$ cat src/rtl/scan_multi_pkg.sv
// Shared definitions for the multiplexed display scanner: enable polarity
// type, index-width helper and polarity mapping helper.
package scan_multi_pkg;

    localparam int MAX_DIGITS = 8;

    typedef enum logic {
        EN_POL_HIGH = 1'b0,
        EN_POL_LOW  = 1'b1
    } en_pol_e;

    // Number of bits needed to hold values 0..value-1, never less than one.
    function automatic int clog2_min1(input int value);
        int w;
        int v;
        w = 0;
        v = value - 1;
        while (v > 0) begin
            w = w + 1;
            v = v >> 1;
        end
        if (w < 1) begin
            w = 1;
        end else begin
            w = w;
        end
        return w;
    endfunction

    // Maps a logical "digit enabled" bit onto the physical enable level.
    function automatic logic en_level(input en_pol_e pol, input logic active);
        return (pol == EN_POL_LOW) ? ~active : active;
    endfunction

endpackage

$ cat src/rtl/scan_multi_prescaler.sv
// Divides the system clock down to the per-digit step rate: tick_o is high
// on the last clock of every DIV-clock window.
module scan_prescaler
    import scan_multi_pkg::*;
#(
    parameter int DIV = 1
) (
    input  logic clk,
    input  logic clrn,
    output logic tick_o
);

    localparam int            CW   = clog2_min1(DIV);
    localparam logic [CW-1:0] LAST = CW'(DIV - 1);

    logic [CW-1:0] pre_cnt_q;
    logic [CW-1:0] pre_cnt_d;

    // Next count: wrap to zero after the last clock of the window.
    always_comb begin
        if (pre_cnt_q == LAST) begin
            pre_cnt_d = '0;
        end else begin
            pre_cnt_d = pre_cnt_q + CW'(1);
        end
    end

    // Prescaler counter register.
    always_ff @(posedge clk or negedge clrn) begin
        if (!clrn) begin
            pre_cnt_q <= '0;
        end else begin
            pre_cnt_q <= pre_cnt_d;
        end
    end

    assign tick_o = (pre_cnt_q == LAST);

endmodule

$ cat src/rtl/scan_multi.sv
// Time-multiplexed display scanner. Steps through DIGITS digits, each held
// for DIV clocks, with frame-synchronous capture of the digit codes, decimal
// points, blink mask and leading-zero enable so a frame never tears.
module scan_multi
    import scan_multi_pkg::*;
#(
    parameter int DIGITS       = 3,
    parameter int DIV          = 1,
    parameter int BLINK_FRAMES = 64,
    parameter int EN_LOW       = 0
) (
    input  logic                  clk,
    input  logic                  clrn,
    input  logic [4*DIGITS-1:0]   datain,
    input  logic [DIGITS-1:0]     dp_in,
    input  logic [DIGITS-1:0]     blink_mask,
    input  logic                  blank_lz,
    output logic [3:0]            scan_data,
    output logic [DIGITS-1:0]     scan_en,
    output logic                  scan_dp,
    output logic                  frame_tick
);

    localparam int                IW         = clog2_min1(DIGITS);
    localparam logic [IW-1:0]     LAST_IDX   = IW'(DIGITS - 1);
    localparam int                FW         = clog2_min1(BLINK_FRAMES);
    localparam logic [FW-1:0]     LAST_FRAME = FW'(BLINK_FRAMES - 1);
    localparam en_pol_e           POL        = (EN_LOW != 0) ? EN_POL_LOW : EN_POL_HIGH;
    localparam logic [DIGITS-1:0] EN_OFF     = (EN_LOW != 0) ? {DIGITS{1'b1}} : {DIGITS{1'b0}};

    logic                  tick_s;
    logic                  load_s;

    logic [IW-1:0]         idx_q,        idx_d;
    logic [4*DIGITS-1:0]   shadow_q,     shadow_d;
    logic [DIGITS-1:0]     dp_sh_q,      dp_sh_d;
    logic [DIGITS-1:0]     mask_sh_q,    mask_sh_d;
    logic                  lz_sh_q,      lz_sh_d;
    logic                  primed_q,     primed_d;
    logic                  blink_on_q,   blink_on_d;
    logic [FW-1:0]         frame_cnt_q,  frame_cnt_d;

    logic [DIGITS-1:0]     zero_sfx_s;
    logic [DIGITS-1:0]     blank_s;
    logic [3:0]            data_mux_s;
    logic                  dp_mux_s;
    logic                  vis_s;

    logic [DIGITS-1:0]     en_q,         en_d;
    logic [3:0]            data_q,       data_d;
    logic                  dp_q,         dp_d;
    logic                  frame_tick_q, frame_tick_d;

    scan_prescaler #(
        .DIV    (DIV)
    ) u_prescaler (
        .clk    (clk),
        .clrn   (clrn),
        .tick_o (tick_s)
    );

    // The very first clock after reset captures so the display never shows
    // stale shadow contents for a full frame; afterwards capture coincides
    // with the tick that wraps the index back to digit 0.
    assign load_s = ~primed_q | (tick_s & (idx_q == LAST_IDX));

    // Next state for the digit index, shadow registers and blink timer.
    always_comb begin
        if (tick_s) begin
            if (idx_q == LAST_IDX) begin
                idx_d = '0;
            end else begin
                idx_d = idx_q + IW'(1);
            end
        end else begin
            idx_d = idx_q;
        end

        if (load_s) begin
            shadow_d  = datain;
            dp_sh_d   = dp_in;
            mask_sh_d = blink_mask;
            lz_sh_d   = blank_lz;
        end else begin
            shadow_d  = shadow_q;
            dp_sh_d   = dp_sh_q;
            mask_sh_d = mask_sh_q;
            lz_sh_d   = lz_sh_q;
        end

        primed_d = primed_q | load_s;

        // The initial capture only primes the shadows; it is not a frame
        // boundary for blink timing.
        if (load_s && primed_q) begin
            if (frame_cnt_q == LAST_FRAME) begin
                frame_cnt_d = '0;
                blink_on_d  = ~blink_on_q;
            end else begin
                frame_cnt_d = frame_cnt_q + FW'(1);
                blink_on_d  = blink_on_q;
            end
        end else begin
            frame_cnt_d = frame_cnt_q;
            blink_on_d  = blink_on_q;
        end
    end

    // Suffix-OR of the shadow nibbles from the most significant digit down:
    // zero_sfx_s[i] is set when nibbles i..DIGITS-1 are all zero.
    always_comb begin : lz_suffix
        logic run_zero;
        run_zero   = 1'b1;
        zero_sfx_s = '0;
        for (int i = DIGITS - 1; i >= 0; i--) begin
            run_zero      = run_zero & (shadow_q[4*i +: 4] == 4'h0);
            zero_sfx_s[i] = run_zero;
        end
    end

    // Per-digit darkening: leading-zero blanking (never digit 0) or blink-off.
    always_comb begin
        blank_s = '0;
        for (int i = 0; i < DIGITS; i++) begin
            blank_s[i] = (lz_sh_q & (i != 0) & zero_sfx_s[i])
                       | (mask_sh_q[i] & ~blink_on_q);
        end
    end

    // Select the code, decimal point and visibility of the current digit.
    always_comb begin
        data_mux_s = 4'h0;
        dp_mux_s   = 1'b0;
        vis_s      = 1'b0;
        for (int i = 0; i < DIGITS; i++) begin
            data_mux_s = data_mux_s | (shadow_q[4*i +: 4] & {4{idx_q == IW'(i)}});
            dp_mux_s   = dp_mux_s   | (dp_sh_q[i]  & (idx_q == IW'(i)));
            vis_s      = vis_s      | (~blank_s[i] & (idx_q == IW'(i)));
        end
    end

    // Output next values; data is still driven while the digit is dark.
    always_comb begin
        en_d = EN_OFF;
        for (int i = 0; i < DIGITS; i++) begin
            en_d[i] = en_level(POL, vis_s & (idx_q == IW'(i)));
        end
        data_d       = data_mux_s;
        dp_d         = dp_mux_s & vis_s;
        frame_tick_d = load_s;
    end

    // Scanner state and registered outputs.
    always_ff @(posedge clk or negedge clrn) begin
        if (!clrn) begin
            idx_q        <= '0;
            shadow_q     <= '0;
            dp_sh_q      <= '0;
            mask_sh_q    <= '0;
            lz_sh_q      <= 1'b0;
            primed_q     <= 1'b0;
            blink_on_q   <= 1'b1;
            frame_cnt_q  <= '0;
            en_q         <= EN_OFF;
            data_q       <= 4'h0;
            dp_q         <= 1'b0;
            frame_tick_q <= 1'b0;
        end else begin
            idx_q        <= idx_d;
            shadow_q     <= shadow_d;
            dp_sh_q      <= dp_sh_d;
            mask_sh_q    <= mask_sh_d;
            lz_sh_q      <= lz_sh_d;
            primed_q     <= primed_d;
            blink_on_q   <= blink_on_d;
            frame_cnt_q  <= frame_cnt_d;
            en_q         <= en_d;
            data_q       <= data_d;
            dp_q         <= dp_d;
            frame_tick_q <= frame_tick_d;
        end
    end

    assign scan_en    = en_q;
    assign scan_data  = data_q;
    assign scan_dp    = dp_q;
    assign frame_tick = frame_tick_q;

endmodule
$ cat config.mk
export PLATFORM = sky130hd
export DESIGN_NAME = scan_multi
export DESIGN_NICKNAME = d
export VERILOG_FILES = /design/src/rtl/scan_multi_pkg.sv /design/src/rtl/scan_multi_prescaler.sv /design/src/rtl/scan_multi.sv
export SDC_FILE = /design/constraint.sdc
export NUM_CORES = 1
export LEC_CHECK = 0
export CORE_UTILIZATION = 56
export DETAILED_ROUTE_END_ITERATION = 10
export PLACE_DENSITY_LB_ADDON = 0.3
export SLEW_MARGIN = 20
export SYNTH_ARGS = -nofsm -noshare
export SYNTH_HDL_FRONTEND = slang
export SYNTH_HIERARCHICAL = 1
export SYNTH_SLANG_ARGS = --single-unit
$ cat constraint.sdc
create_clock -name clk -period 3.5 [get_ports clk]
set_input_delay 0.525 -clock clk [delete_from_list [all_inputs] [get_ports clk]]
set_output_delay 0.525 -clock clk [all_outputs]
set_load 0.01 [all_outputs]
==> results of run 1 <==
==> placed cells by master, fill, tap and decap left out, types with 2 or more instances in the layout <==
master           synthesis  routed
mux2i_1                  5       5
nand2_1                 13      13
clkbuf_4                 0       5
o21ai_0                  7       7
dfrtp_1                 37      37
conb_1                   2       2
clkdlybuf4s50_1          0      29
a21oi_1                  2       2
mux2_4                  19      19
bufinv_16                0       2
nor2_1                   2       2
xnor2_1                  2       2
inv_1                    2       2
nand3_1                  2       2
mux2_2                   2       2
nand2b_1                 3       3
==> per-layer routing <==
layer  routed length [um]  vias to the layer above  global-route usage [%]
li1                     -                      504                       -
met1                 1300                      515                    25.4
met2                 1340                       24                    32.4
met3                  160                        5                    6.35
met4                   55                        0                    13.6
met5                    0                        -                       0
==> power groups by stage <==
stage	registers, mW	logic (mW)	clock network (mW)
floorplan	0.627	0.308	0
global placement	0.651	0.404	0
detailed placement	0.657	0.413	0
CTS	0.650	0.415	0.392
global route	0.664	0.447	0.409
finish	0.650	0.410	0.387
==> logic make-up (layout without fill, tap and decap cells) <==
kind of cell	after synthesis	in the layout
and+or+nand+nor	30	30
xor gates and xnor gates	3	3
buffers and inverters	8	40
other	2	2
adders and majority gates	1	1
muxes	26	26
DFF	38	38
AOI/OAI and AO/OA	18	18
==> Yosys cell counts, types with 2 or more instances <==
master	instances
inv_1	2
nor2_1	2
a21oi_1	2
nand2b_1	3
buf_6	4
xnor2_1	2
o21ai_0	7
nand3_1	2
conb_1	2
dfrtp_1	37
mux2i_1	5
nand2_1	13
mux2_4	19
mux2_2	2
==> state kept, by name (all words and copies together) (netlist names) <==
| signal | cells |
|---|---|
| scan_dp | 1 |
| frame_cnt_q | 6 |
| primed_q | 1 |
| scan_data | 4 |
| idx_q | 2 |
| scan_en | 3 |
| frame_tick | 1 |
| lz_sh_q | 1 |
| dp_sh_q | 3 |
| shadow_q | 12 |
| mask_sh_q | 3 |
| blink_on_q | 1 |
==> worst min-delay path by stage <==
stage | from | end | cells after the start
after detailed placement | frame_cnt_q[4] | frame_cnt_q[4] | 1
after CTS | frame_cnt_q[4] | frame_cnt_q[4] | 1
after global routing | frame_cnt_q[4] | frame_cnt_q[4] | 1
after floorplan | clrn | dp_sh_q[0] | 0
after global placement | frame_cnt_q[4] | frame_cnt_q[4] | 1
final | frame_cnt_q[4] | frame_cnt_q[4] | 1
==> layout make-up <==
class / count / area (um2)
multi-input combinational: 80 / 709
clock buffer: 6 / 51.3
tap: 31 / 38.8
inverter: 2 / 7.51
fill: 199 / 712
timing repair buffer: 30 / 298
clock inverter: 2 / 60.1
sequential: 38 / 952
==> results.md, run 1 <==
- The flow ran to the end, but the final reports show violations.
- The final reports fail on DRC.
- Combinational logic burns 28.3% of the power.
- VDD sags by at most 431 uV.
- Cells fill 74.8% of the core in the end.
- Across the run, the number of max-cap violations was 0.
- The deepest clock path buffer count is 2.
- The aggregate global-route resource usage is 20.9%.
- The area growth from synthesis to layout is 22.6%.
- The internal power is 1.04 mW.
- The synthesized area divided by synthesized cell count is 13.7 um2.
- The first global-routing pass estimated 4.94 mm of wire.
- The CTS buffer count is 5.
- Hold repair after CTS inserted 0 buffers.
- Of the total power, registers draw 44.9%.
- The post-placement setup slack is 1.79 ns.
- The area fraction in compound gates after synthesis is 7.25%.
- The netlist area before placement is 1730 um2.
- For this design the ratio of total power to cell area is 684 nW/um2.
- Sequential elements use 55.1% of the synthesized area.
- The count of placed standard cells in the final layout, fillers left out is 189.
- The fraction of final layout cells sized beyond drive strength 1 is 22.8%.
- The final estimated routing congestion in global placement is 0.831.
- The finished cells cover 2120 um2.
- The initial antenna violation count is 0.
- The number of synthesized register bits is 38.
- For this block, the routed nets add up to 2.86 mm of wire.
- The signal on the critical path passes through clkdlybuf4s50_1.
- Across all register-to-register paths, the minimum setup slack is 1.77 ns.
- The horizontal extent of the die is 57.5 um.
- In this run the critical register-to-register path is launched from idx_q[1].
- The number of placed instances with taps included is 181.
- The clock slew seen by the registers of the worst setup and hold paths is 0.11 ns.
- The cell at the root of the clock tree is clkbuf_4.
- The number of design-rule violations left by the first detailed-router iteration is 38.
- The smallest hold slack is 0.490 ns.
- Grouping stages by cell kind, the critical path spends the most delay in buffers and inverters.
- The TritonCTS clock tree is built.
- The arithmetic-cell share of the synthesized area counting full adders, half adders and majority gates is 0.725%.
- Summed over all nets, the half-perimeter wirelength after detailed placement is 2.01 mm.
- The proportion of power drawn by the clock network is 26.8%.
- Setup repair after global routing left no endpoint under its margin.
- The die outline area is 3310 um2.
- Of the available clock period, the critical path in the final layout requires 50.2%.
- Summed over all layers, the global routing overflow is 0.
- The most used flip-flop cell after synthesis is dfrtp_1.
- The initial utilization of the core area, before any placement, comes to 61.0%.
- The terminus of the critical flop-to-flop path is mask_sh_q[1].
- For the finished layout, the period the worst path requires is 1.76 ns.
- After layout, the design draws a total of 1.45 mW.
- Of the total synthesized cell area, the portion taken by XOR and XNOR cells is 1.52%.
- The via count of the first global-routing pass was 1,096.
- For the final database, setup skew stands at 0.00652 ns.
- The count of cells along the worst register-to-register path is 3.
- The analysis attributes to net switching a power of 0.407 mW.
- The worst setup path is launched from a register.
- The biggest fanout along the worst timing path is 1.
- The switching part of the total is 28.1%.
- By area the synthesized netlist is led by dfrtp_1, mux2_4, mux2i_1, nand2_1, buf_6.
- The clock insertion delay at the later pin of the skew report is 0.36 ns.
- STA classifies the critical path endpoint as an output port.
- For this design, the slowest cell found on the critical path is clkdlybuf4s50_1.
- The buffer and inverter count on the worst path is 1.
- The number of nets handed over by synthesis was 148.
- The pre-antenna-repair detailed-routing pass consisted of 7 iterations.
- Data arrives at the worst endpoint at 1.23 ns.
- The total DRC errors in the routed layout is 2.
- In this run the post-CTS setup repair buffer count came out at 0.
- The number of synthesis warnings is 6.
- After Yosys synthesis, and, or, nand and nor cells account for 10.4% of the synthesized area.
- Following the worst setup path forward leads to its endpoint at scan_data[0].
- The smallest setup slack after layout is 1.74 ns.
- After detailed routing, the number of vias per cell comes to 5.54.
- For this run, the post-layout net count is 179.
- In this run the count of I/O pins placed on the die edge is 30.
- The area share of the leading cell type in the synthesized netlist is 53.6%.
- After synthesis, the share of flip-flops with an asynchronous set or reset is 100%.
- In this run the number of cells on the critical path is 1.
- The detail-routed net length per standard cell is 15.1 um.
- The number of instances in the synthesized netlist is 126.
- The routed layout has 1,048 vias.
- The dominant combinational cell family by area after synthesis is multiplexers.
- The cell taking the most area after synthesis is dfrtp_1.
- The critical path starts at scan_data[0].
- The number of rows in the core area is 19.
- The count of final max-slew check failures is 0.
- The critical path's largest stage delay is 0.54 ns.
- The instance area after placement is 2010 um2.
- The final count of negative-setup-slack endpoints is 0.
- In this run, synthesis inferred 0 flip-flops with an integrated enable.
- The number of sinks on the clock net is 38.
- The final antenna diode count is 0.
- Entering global routing, the biggest net connects 39 pins.
- Derived from the worst setup path, the maximum achievable clock frequency is 569 MHz.
- The remaining antenna violation count after routing is 0.
- The die height is 57.5 um.
- The kind of path behind the tightest hold check is reg -> reg.
- The required time at the endpoint of the critical path is 2.97 ns.
- The depth of the CTS H-tree is 2.
- Input and output buffers added on the ports amount to 29.
- The post-route setup TNS is 0 ns.
- The static leakage is 0.985 nW.
- The final-report hold violation count was 0.
- The placeable core region is 2830 um2.
- The critical path is of the reg -> out type.
- Yosys mapped the design onto 38 distinct sky130hd cell types.
- In this run, post-CTS repair resized a total of 0 instances.
- The multiplexer area fraction after synthesis is 20.7%.
(Power assumes the default switching activity.)
==> inputs of run 2 (changes only) <==
Settings changed: CORE_UTILIZATION 56 to 52.
Clock period 3.5 ns to 1.7 ns, I/O delays scaled along.
==> results.md, run 2 (synthesis gave the netlist of run 1 again) <==
- The critical path is of the reg -> reg type.
- The cell with the largest stage delay on the worst path is dfrtp_1.
- The critical path's largest stage delay is 0.48 ns.
- For this configuration, the core starts out at a cell density of 55.6%.
- For this design the top-level I/O count stands at 30.
- The post-placement setup slack is 0.219 ns.
- The final-report hold violation count is 0.
- Entering global routing, the biggest net connects 39 pins.
- The detail route stage leaves a number of antenna-violating nets equal to 0.
- Setup violations remaining at the end of the flow were counted as 0.
- Setup repair after global routing left no endpoint under its margin.
- The horizontal extent of the die is 59.6 um.
- The number of sinks on the clock net is 38.
- Global routing used 20.5% of the available tracks.
- The maximum vdd ir drop is 587 uV.
- The detailed router finished its first iteration with 25 violations.
- The total chip power is 2.82 mW.
- The number of cells on the critical path is 3.
- The reported max-cap violation count is 0.
- Traced cell by cell, the critical path runs through nor2b_4, a21bo_4, mux2_4.
- The wire length after detailed routing is 2.87 mm.
- The final antenna diode count is 0.
- From bottom edge to top edge, the die measures 59.6 um.
- The initial antenna violation count came to 0.
- The number of flip-flops under the largest register name is 12.
- The clock insertion delay at the later pin of the skew report is 0.34 ns.
- The count of final max-slew check failures was 0.
- In the final layout, the multi-input gates occupy 709 um2.
- The global-route wire length before repair is 5.16 mm.
- The required time at the endpoint of the critical path is 1.93 ns.
- The depth of the CTS H-tree is 2.
- The critical path contains buffers and inverters numbering 0 combined.
- The origin of the critical flop-to-flop path is idx_q[0].
- The static leakage is 0.981 nW.
- The leading cell type in the layout, fill and taps excluded is dfrtp_1.
- The via count of the first global-routing pass is 1,099.
- The post-route setup TNS is 0 ns.
- The number of rows in the core area is 20.
- After floorplanning, the core was sized to cover 3100 um2.
- The number of placed instances with taps included is 197.
- The run finished with clean final reports.
- The clock slew seen by the registers of the worst setup and hold paths is 0.11 ns.
- The number of hold buffers added after CTS was 0.
- The count of instances resized after the clock tree is built is 0.
- The count of placed standard cells in the final layout, fillers left out is 205.
- Before antenna repair, the detailed router went through 4 iterations.
- The number of vias per cell after detailed routing is 5.04.
- In this run the deepest clock path goes through 2 buffers.
- The time the final worst path needs with I/O delays and setup is 1.50 ns.
- The area growth from synthesis to layout is 22.8%.
- Once detailed placement completed, the half-perimeter wirelength came to 2.05 mm.
- TritonCTS built the clock tree.
- The post-route netlist has 23.0% of its cells at a drive strength greater than 1.
- The top cell types in the final layout, fill and taps aside, are dfrtp_1, clkdlybuf4s50_1, mux2_4, nand2_1, o21ai_0.
- In this run the worst setup path begins at idx_q[0].
- Along the worst path, the maximum fanout reaches 20.
- The min-delay analysis places its worst path in the category in -> async.
- The register area is 952 um2.
- The final period utilization is 88.2%.
- The count of cells along the worst register-to-register path is 3.
- The count of buffers added on input and output ports is 29.
- The number of setup buffers added after CTS is 0.
- Based on the critical path, the design can be clocked at up to 667 MHz.
- The data arrival time of the critical path is 1.73 ns.
- Ranked by flip-flop count, first place goes to shadow_q.
- The smallest setup slack after layout is 0.200 ns.
- After detailed routing, the average wire length per cell comes to 14.0 um.
- The critical path launch point type is a register.
- The CTS buffer count is 5.
- The root buffer cell chosen for the clock tree is clkbuf_4.
- The detailed-route via count is 1,033.
- The total overflow left after global routing is 0.
- The share of the core filled with cells in the final layout is 68.3%.
- The setup skew after layout is 0.00753 ns.
- Dividing total power by cell area gives a power density of 1330 nW/um2.
- The critical path capture point type is a register.
- At the end of routability-driven placement, the weighted congestion stood at 0.802.
- The die covers 3560 um2.
- The layout filler cell count is 247.
- The total DRC errors in the routed layout is 0.
- Grouping stages by cell kind, the critical path spends the most delay in flip-flops.
- The total number of nets in the final design is 182.
-- run 2: worst paths after layout --
path                            slack (ns)             end
min in group clk                      0.48  frame_cnt_q[4]
worst min register to register        0.48  frame_cnt_q[4]
max in group asynchronous             1.03      blink_on_q
worst max register to register        0.20     shadow_q[6]
worst min-delay path                  0.32         lz_sh_q
worst max-delay path                  0.20     shadow_q[6]
-- run 2: cell type report --
type	count	area share (%)
Inverter	2	0.354
Sequential cell	38	44.9
Tap cell	44	2.60
Multi-Input combinational cell	80	33.5
Clock buffer	7	2.13
Clock inverter	1	1.42
Timing Repair Buffer	33	15.1
-- run 2: where the power goes --
| part | switching [mW] | internal, mW |
|---|---|---|
| Combinational | 0.388 | 0.564 |
| Sequential | 0.160 | 1.12 |
| Clock | 0.278 | 0.312 |
-- run 2: per-layer routing --
layer / vias to the layer above / wire, um / global-route usage (%)
li1: 505 / - / -
met1: 503 / 1330 / 25.4
met2: 21 / 1400 / 32.7
met3: 4 / 109 / 7.64
met4: 0 / 30 / 7.97
met5: - / 0 / 0
-- run 2: stage by stage --
| step | hold WS [ns] | instance area, um2 |
|---|---|---|
| after global routing | 0.353 | 2120 |
| after detailed placement | 0.464 | 2040 |
| after global placement | 0.463 | 2040 |
| final | 0.319 | 2120 |
| after CTS | 0.324 | 2120 |
| after floorplan | -0.0406 | 1730 |
==> inputs of run 3 (changes only) <==
Settings changed: CORE_MARGIN set to 2, CORE_UTILIZATION 52 to 56, TNS_END_PERCENT set to 5.
Clock period 1.7 ns to 1.9 ns, I/O delays scaled along.
==> results.md, run 3 (synthesis gave the netlist of run 1 again) <==
- Across the routed clock network, the largest skew measured is 0.00539 ns.
- The internal power is 1.66 mW.
- The detailed placer's ending HPWL is 2.02 mm.
- After detailed routing, the number of remaining DRC violations is 0.
- For this run, the slowest stage of the critical path takes 0.54 ns.
- From left edge to right edge, the die measures 59.5 um.
- The flow ran to the end, and the final reports show no timing, DRC or antenna violations.
- The count of instances resized after the clock tree is built is 0.
- The die height is 59.5 um.
- The achievable clock frequency is 668 MHz.
- The worst setup path is launched from a register.
- Counting along the longest clock path gives a buffer depth of 2.
- Setup total negative slack on the finished layout was measured at 0 ns.
- The initial core utilization is 57.5%.
- The first global-routing pass estimated 4.81 mm of wire.
- The detailed-route via count is 1,067.
- The total number of nets in the final design is 180.
- TritonCTS built the clock tree.
- The CTS buffer count is 5.
- The number of placed instances with taps included is 184.
- The initial antenna violation count is 0.
- Ranked by flip-flop count, first place goes to shadow_q.
- The share of total power dissipated in the clock network is 16.6%.
- In this run the number of cells on the critical path is 1.
- The final-report hold violation count is 0.
- The static leakage is 0.962 nW.
- Relative to the synthesized area, the layout overhead comes to 19.4%.
- Of all nets on the critical path, the largest fanout is 1.
- The first detailed-routing pass took 5 iterations.
- The detail-routed net length per standard cell is 14.6 um.
- For the pin with the worst max-slew slack, the measured transition is 0.817 ns.
- The number of rows in the core area is 20.
- The data arrival time of the critical path is 1.21 ns.
- The core region is 3000 um2.
- The count of cells in the finished layout, fillers not included, comes to 190.
- Dividing the final minimum period by the clock period gives 78.7%.
- The repair_antennas step left the layout with diodes totalling 0.
- The clock insertion delay at the later pin of the skew report is 0.33 ns.
- The reported max-cap violation count is 0.
- Summed over all nets, the switching power comes to 0.714 mW.
- The sequential fraction of design power is 47.9%.
- At the end of routability-driven placement, the weighted congestion stood at 0.694.
- After detailed routing, the number of vias per cell comes to 5.62.
- Once detail routing completed, the nets flagged for antenna violations numbered 0.
- The cell family with the largest share of critical-path delay is buffers and inverters.
- The kind of path behind the tightest hold check is in -> async.
- For this design the ratio of total power to cell area is 1150 nW/um2.
- The clock slew seen by the registers of the worst setup and hold paths is 0.10 ns.
- In the layout the commonest cells are dfrtp_1, clkdlybuf4s50_1, mux2_4, nand2_1, o21ai_0.
- The smallest clock period supported by the final layout is computed as 1.50 ns.
- Setup repair after global routing left no endpoint under its margin.
- The remaining global-route overflow is 0.
- The H-tree was split into 2 levels.
- The cell at the root of the clock tree is clkbuf_4.
- The logic gate share of total power is 35.5%.
- In this run, post-CTS hold repair placed 0 buffers.
- The critical path goes through clkdlybuf4s50_1.
- By startpoint and endpoint, the worst setup path is classified as reg -> out.
- In this run the tool buffered the top-level ports with 29 buffer cells.
- In this run the tightest slew margin relative to its limit is 45.5%.
- Entering global routing, the biggest net connects 39 pins.
- Measured on the finished design, the core utilization comes to 68.7%.
- The wire length after detailed routing is 2.77 mm.
- The via count of the first global-routing pass is 1,111.
- The number of design-rule violations left by the first detailed-router iteration is 35.
- The required time at the endpoint of the critical path is 1.62 ns.
- Counting both buffers and inverters, the worst setup path holds a total of 1.
- After clock tree synthesis, the setup repair step added 0 buffers.
- The number of cells on the worst reg-to-reg path is 3.
- The number of sinks on the clock net is 38.
- The fraction of final layout cells sized beyond drive strength 1 is 22.9%.
- The number of flip-flops under the largest register name is 12.
- Setup violations remaining at the end of the flow were counted as 0.
- The leading cell type in the layout, fill and taps excluded is dfrtp_1.
- Global routing consumed, over all layers together, 19.1% of the routing resources.
- 30 I/O pins were placed.
- On the critical path, the stage with the largest delay is an instance of clkdlybuf4s50_1.
- The die outline area is 3540 um2.
- The worst-case IR drop observed on VDD is 575 uV.
- The worst setup path is captured at an output port.
- The switching part of the total is 30.0%.
- The count of final max-slew check failures was 0.
- The setup check on the worst reg-to-reg path leaves a slack of 0.40 ns.
## run 3: cell count changes in the layout (fill, tap and decap cells not counted)
cell | previous run | this run
clkdlybuf4s50_1 | 29 | 28
bufinv_16 | 1 | 0
clkbuf_1 | 2 | 0
buf_2 | 0 | 1
clkbuf_8 | 0 | 1
buf_4 | 4 | 2
## run 3: stage by stage
step	hold WS [ns]	worst slack [ns]	power [mW]	area, um2
after floorplan	-0.0106	0.498	1.72	1730
after global placement	0.404	0.464	1.97	2010
after detailed placement	0.424	0.409	2.01	2010
after CTS	0.0459	0.369	2.41	2060
after global routing	0.0778	0.312	2.54	2060
final	0.0331	0.404	2.38	2060
## run 3: area by class of cell
class	count	area (um2)
clock buffers	6	51.3
fillers	218	941
inverters	2	7.51
multi-input cells	80	709
flip-flops and latches	38	952
well taps	33	41.3
repair buffers	31	300
## run 3: final timing paths
check                                    start        endpoint
worst min-delay path                      clrn      dp_sh_q[2]
worst max register to register        idx_q[0]      dp_sh_q[2]
max in group asynchronous                 clrn  frame_cnt_q[5]
worst min register to register  frame_cnt_q[4]  frame_cnt_q[4]
worst max-delay path              scan_data[3]    scan_data[3]
min in group clk                frame_cnt_q[4]  frame_cnt_q[4]
## run 3: power groups by stage
stage                     clock [mW]  sequential, mW  combinational, mW
after floorplan                    0            1.16              0.567
after global placement             0            1.14              0.830
after detailed placement           0            1.15              0.856
after CTS                      0.418            1.14              0.858
after global routing           0.454            1.16              0.926
final                          0.394            1.14              0.844
## run 3: per-layer routing
layer | track usage, % | vias up | wire [um] | part of all wire, %
met5 | 0 | - | 0 | 0
met4 | 7.62 | 0 | 49 | 1.8
met3 | 6.55 | 7 | 135 | 4.9
met2 | 30.8 | 27 | 1360 | 49
met1 | 23.6 | 529 | 1230 | 44
li1 | - | 504 | - | -
